<file path="config.mk">
export PLATFORM = sky130hd
export DESIGN_NAME = wave_reader
export DESIGN_NICKNAME = d
export VERILOG_FILES = /design/src/rtl/wave_reader.sv
export SDC_FILE = /design/constraint.sdc
export NUM_CORES = 1
export LEC_CHECK = 0
export ABC_AREA = 1
export CAP_MARGIN = 20
export CORE_AREA = 2 2 92 59
export DETAILED_ROUTE_END_ITERATION = 6
export DIE_AREA = 0 0 94 61
export PLACE_DENSITY = 0.84
export SLEW_MARGIN = 5
export SYNTH_ARGS = -nofsm -noshare
export SYNTH_HDL_FRONTEND = slang
export SYNTH_SLANG_ARGS = --single-unit
</file>
<file path="constraint.sdc">
create_clock -name ram_rd_clk -period 3.1 [get_ports ram_rd_clk]
set_clock_uncertainty 0.2 [all_clocks]
set_input_delay 0.31 -clock ram_rd_clk [delete_from_list [all_inputs] [get_ports ram_rd_clk]]
set_output_delay 0.31 -clock ram_rd_clk [all_outputs]
set_load 0.03 [all_outputs]
</file>
<file path="src/rtl/wave_reader.sv">
// wave_reader: per-frame sweep of the sample RAM, turning each sample into a clamped screen row
// and streaming (x, y0, y1, blank) line segments to the renderer over valid/ready.
module wave_reader #(
  parameter int HORIZONTAL = 640,
  parameter int ADDR_W = 10
) (
  input  logic              ram_rd_clk,
  input  logic              rd_rst,
  input  logic              frame_start,
  input  logic [7:0]        v_shift,
  output logic              ram_rd_en,
  output logic [ADDR_W-1:0] wave_rd_addr,
  input  logic [7:0]        wave_rd_data,
  output logic              ram_rd_over,
  output logic              pt_valid,
  input  logic              pt_ready,
  output logic [ADDR_W-1:0] pt_x,
  output logic [7:0]        pt_y0,
  output logic [7:0]        pt_y1,
  output logic              pt_blank,
  output logic              busy
);
  typedef enum logic [2:0] {IDLE, ISSUE, WAIT, EMIT, DONE} state_t;
  state_t state, state_n;
  logic [ADDR_W-1:0] x;
  logic [7:0] data_q, vs_q, prev_y, row;
  logic prev_blank, cur_blank, start, accept, last;
  logic signed [9:0] t;
  // 255 - d equals ~d for an 8-bit sample; the sum fits 10-bit signed without overflow
  assign t = $signed({2'b00, ~data_q}) + $signed({{2{vs_q[7]}}, vs_q});
  assign row = t[9] ? 8'd0 : (t[8] ? 8'd255 : t[7:0]);
  assign cur_blank = &data_q;
  assign start = (state == IDLE || state == DONE) && frame_start;
  assign last = x == ADDR_W'(HORIZONTAL - 1);
  assign pt_valid = state == EMIT;
  assign accept = pt_valid && pt_ready;
  assign ram_rd_en = state == ISSUE;
  // x only moves on accept or restart, so it already holds the last issued address
  assign wave_rd_addr = x;
  assign pt_x = x;
  assign pt_y1 = pt_valid ? row : 8'd0;
  assign pt_y0 = pt_valid ? ((x == '0) ? row : prev_y) : 8'd0;
  assign pt_blank = pt_valid && (cur_blank || (x != '0 && prev_blank));
  always_comb begin
    state_n = state;
    case (state)
      IDLE, DONE: state_n = frame_start ? ISSUE : state;
      ISSUE:      state_n = WAIT;
      WAIT:       state_n = EMIT;
      EMIT:       state_n = pt_ready ? (last ? DONE : ISSUE) : EMIT;
      default:    state_n = IDLE;
    endcase
  end
  always_ff @(posedge ram_rd_clk or posedge rd_rst) begin
    if (rd_rst) begin
      state <= IDLE;
      x <= '0;
      data_q <= 8'd0;
      vs_q <= 8'd0;
      prev_y <= 8'd0;
      prev_blank <= 1'b0;
      ram_rd_over <= 1'b1;
      busy <= 1'b0;
    end else begin
      state <= state_n;
      if (start) begin
        x <= '0;
        ram_rd_over <= 1'b0;
        busy <= 1'b1;
      end
      if (state == WAIT) begin
        data_q <= wave_rd_data;
        vs_q <= v_shift;
      end
      if (accept) begin
        prev_y <= row;
        prev_blank <= cur_blank;
        if (last) begin
          ram_rd_over <= 1'b1;
          busy <= 1'b0;
        end else begin
          x <= x + ADDR_W'(1);
        end
      end
    end
  end
endmodule

</file>
==> metrics.json <==
{
  "met3_wirelength_um": 522,
  "critPathRequiredTime_ps": 2590,
  "worst-endpoint-arrival_ps": 2390,
  "timing.fmax_ghz": 0.345,
  "crit_path_top_delay_cell": "fa_1",
  "yosys.area.top_type_share_pct": 38.2,
  "hp-class": "input pin to async pin",
  "rows": 20,
  "final_nets": 424,
  "criticalPathCategory": "flip-flop to output pin",
  "slew-limit-headroom_pct": 44.0,
  "chipWidth_um": 94,
  "clk_root_buffer_cell": "clkbuf_8",
  "cts_buffer_depth": 2,
  "tightestPinTransition_ps": 838,
  "final_wl_mm": 6.39,
  "synthToLayoutAreaGrowth_pct": 27.3,
  "met1Wirelength_mm": 3.08,
  "syn_avg_cell_area_um2": 7.59,
  "hold_violations": 0,
  "yosys_register_bits": 40,
  "finalMaxSlewViolations": 0,
  "cts_tree": "built",
  "route.detailed.drc": 0,
  "worst_path_most_repeated_cell": "nand2_1",
  "max_cap_viol_count": 0,
  "synth_async_sr_flop_share_pct": 100,
  "post_cts_hold_buffer_count": 0,
  "layout_common_cells": "69 x nand2_1, 44 x clkdlybuf4s50_1, 42 x inv_1",
  "layout_worst_path_cycle_share_pct": 93.6,
  "ios": 61,
  "gp_routability_congestion": 1.04,
  "dieHeight_um": 61,
  "n_antenna_cell": 0,
  "overflow": 0,
  "clk_transition_reported_paths_ps": 80,
  "synth_edf_count": 0,
  "vias_in_the_first_global_route": 2145,
  "post_synth_inst_count": 337,
  "port_buffers": 60,
  "critical_path.cell_chain": "inv_2 -> ha_2 -> inv_1 -> fa_1 -> inv_1 -> nand3_1 -> nand2_2 -> nand2_1 -> nand2_1 -> nand2_1 -> nand2_2 -> nand2_1 -> nand2_1 -> nor2_1 -> clkbuf_4",
  "num_vias": 2423,
  "floorplan.initialDensity_pct": 52.4,
  "synth_area_mm2": 0.00256,
  "post_route_cells_drive_above_1_share_pct": 16.0,
  "cts_num_sinks": 40,
  "clock_latency_ps": 290,
  "timing.final.setup_violations": 0,
  "r2r_setup_slack_ps": 840,
  "largest_net_degree_at_the_start_of_global_routing": 41,
  "cp-end-kind": "output pin",
  "postSynth.topFlopCell": "dfrtp_1",
  "detail_routed_net_length_per_standard_cell_um": 13.9,
  "cts_made_buffers": 5,
  "depth_of_the_cts_h_tree": 2,
  "route.detailed.vias_per_inst": 5.28,
  "post_route_minimum_period_ps": 2900,
  "r2r.worst_path.cells": 14,
  "gr-usage-all-layers_pct": 23.9,
  "synth.area.top_cells": "dfrtp_1 38%, nand2_1 11%, inv_1 6.3%, ha_1 5.4%, nor2_1 5.1%",
  "postLayoutCoreUtil_pct": 66.7,
  "wl_met2_mm": 2.69,
  "antenna_violating_nets_post_route": 0,
  "status": "finished, final reports clean",
  "top_metal_layer_carrying_routed_signals": "met4",
  "drt_iter0_drc": 204,
  "startpoint_types": "flip-flop",
  "share_of_the_yosys_chip_area_belonging_to_registers_pct": 39.2,
  "grt_pass1_wl_mm": 10.4,
  "drtPass1Iterations": 5,
  "timing.critical_path.fanout_max": 8,
  "area_enclosed_by_the_die_boundary_mm2": 0.00573,
  "slowest_delay_ps": 390,
  "antenna_found_initial": 0,
  "layout.cells.most_common": "nand2_1",
  "yosysUniqueCellTypes": 37,
  "synth.largest_area_cell": "dfrtp_1",
  "detailed_placer_s_ending_hpwl_mm": 4.92,
  "synth.net_count": 369,
  "placeableCoreArea_mm2": 0.00488,
  "yosys_warnings": 0
}
-- cells by family after synthesis --
group	synth area share, %
and+or+nand+nor	26.8
buffers and inverters	11.5
AOI/OAI and AO/OA	11.9
DFF	39.2
adders and majority gates	6.16
muxes	2.64
xor gates and xnor gates	1.71
-- state kept, by name (all words and copies together), names as in the netlist --
name / flops
vs_q: 8
busy: 1
prev_blank: 1
data_q: 8
prev_y: 8
pt_x: 10
ram_rd_over: 1
state: 3
-- path summary, 6_finish.rpt --
kind                            startpoint          to
worst min register to register  prev_blank  prev_blank
worst min-delay path                rd_rst    state[2]
worst max-delay path             data_q[0]    pt_y1[3]
max in group asynchronous           rd_rst     pt_x[3]
min in group ram_rd_clk         prev_blank  prev_blank
worst max register to register   data_q[0]   prev_y[3]
-- metal layers --
metal	vias to the layer above	track usage [%]
met5	-	0
met2	108	35.4
met3	8	4.84
li1	1188	-
met1	1119	35.7
met4	0	7.25
-- cell usage after synthesis (all sizes together), types with 2 or more instances --
| cell | instances |
|---|---|
| mux2 | 6 |
| nor3 | 4 |
| a21oi | 26 |
| nand3 | 20 |
| or2 | 2 |
| nand2 | 80 |
| inv | 46 |
| o22ai | 2 |
| buf | 15 |
| dfrtp | 39 |
| xor2 | 4 |
| nand4 | 6 |
| nor4 | 2 |
| o21ai | 26 |
| ha | 11 |
| nor2 | 37 |
-- layout make-up --
class | count | area, µm²
multi-input cells | 234 | 1300
flip-flops and latches | 40 | 1000
inverters | 47 | 181
well taps | 66 | 82.6
fillers | 421 | 1620
repair buffers | 64 | 597
clock buffers | 8 | 90.1
-- through the flow --
step | std cells | setup slack [ps] | instance area [µm²] | TNS, ps | hold slack (ps)
after global placement | 451 | 71.7 | 3160 | 0 | 264
after floorplan | 337 | 471 | 2560 | 0 | 207
after global routing | 459 | -11.5 | 3260 | -11.5 | 284
final | 459 | 199 | 3260 | 0 | 232
after detailed placement | 451 | -41.1 | 3160 | -100 | 269
after CTS | 459 | 0.332 | 3260 | 0 | 251
-- critical path: cells and delay by family (launching register included) --
family        cells  cell delay, ps
buf+inv           4             390
fa+ha+maj         2             580
flops             1             380
simple gates      9             750
-- repair_timing --
| item | 4_1_cts | 5_1_grt |
|---|---|---|
| gates cloned | 0 | 0 |
| setup buffers | 0 | 0 |
| resized for setup | 41 | 75 |
| endpoints found under the setup margin | 16 | 16 |
| endpoints found under the hold margin | 0 | 0 |
| pin swaps | 0 | 2 |
Power is left out: the tool's default activity adds up to more than one toggle a clock period on the data nets, which glitch-free logic cannot reach.
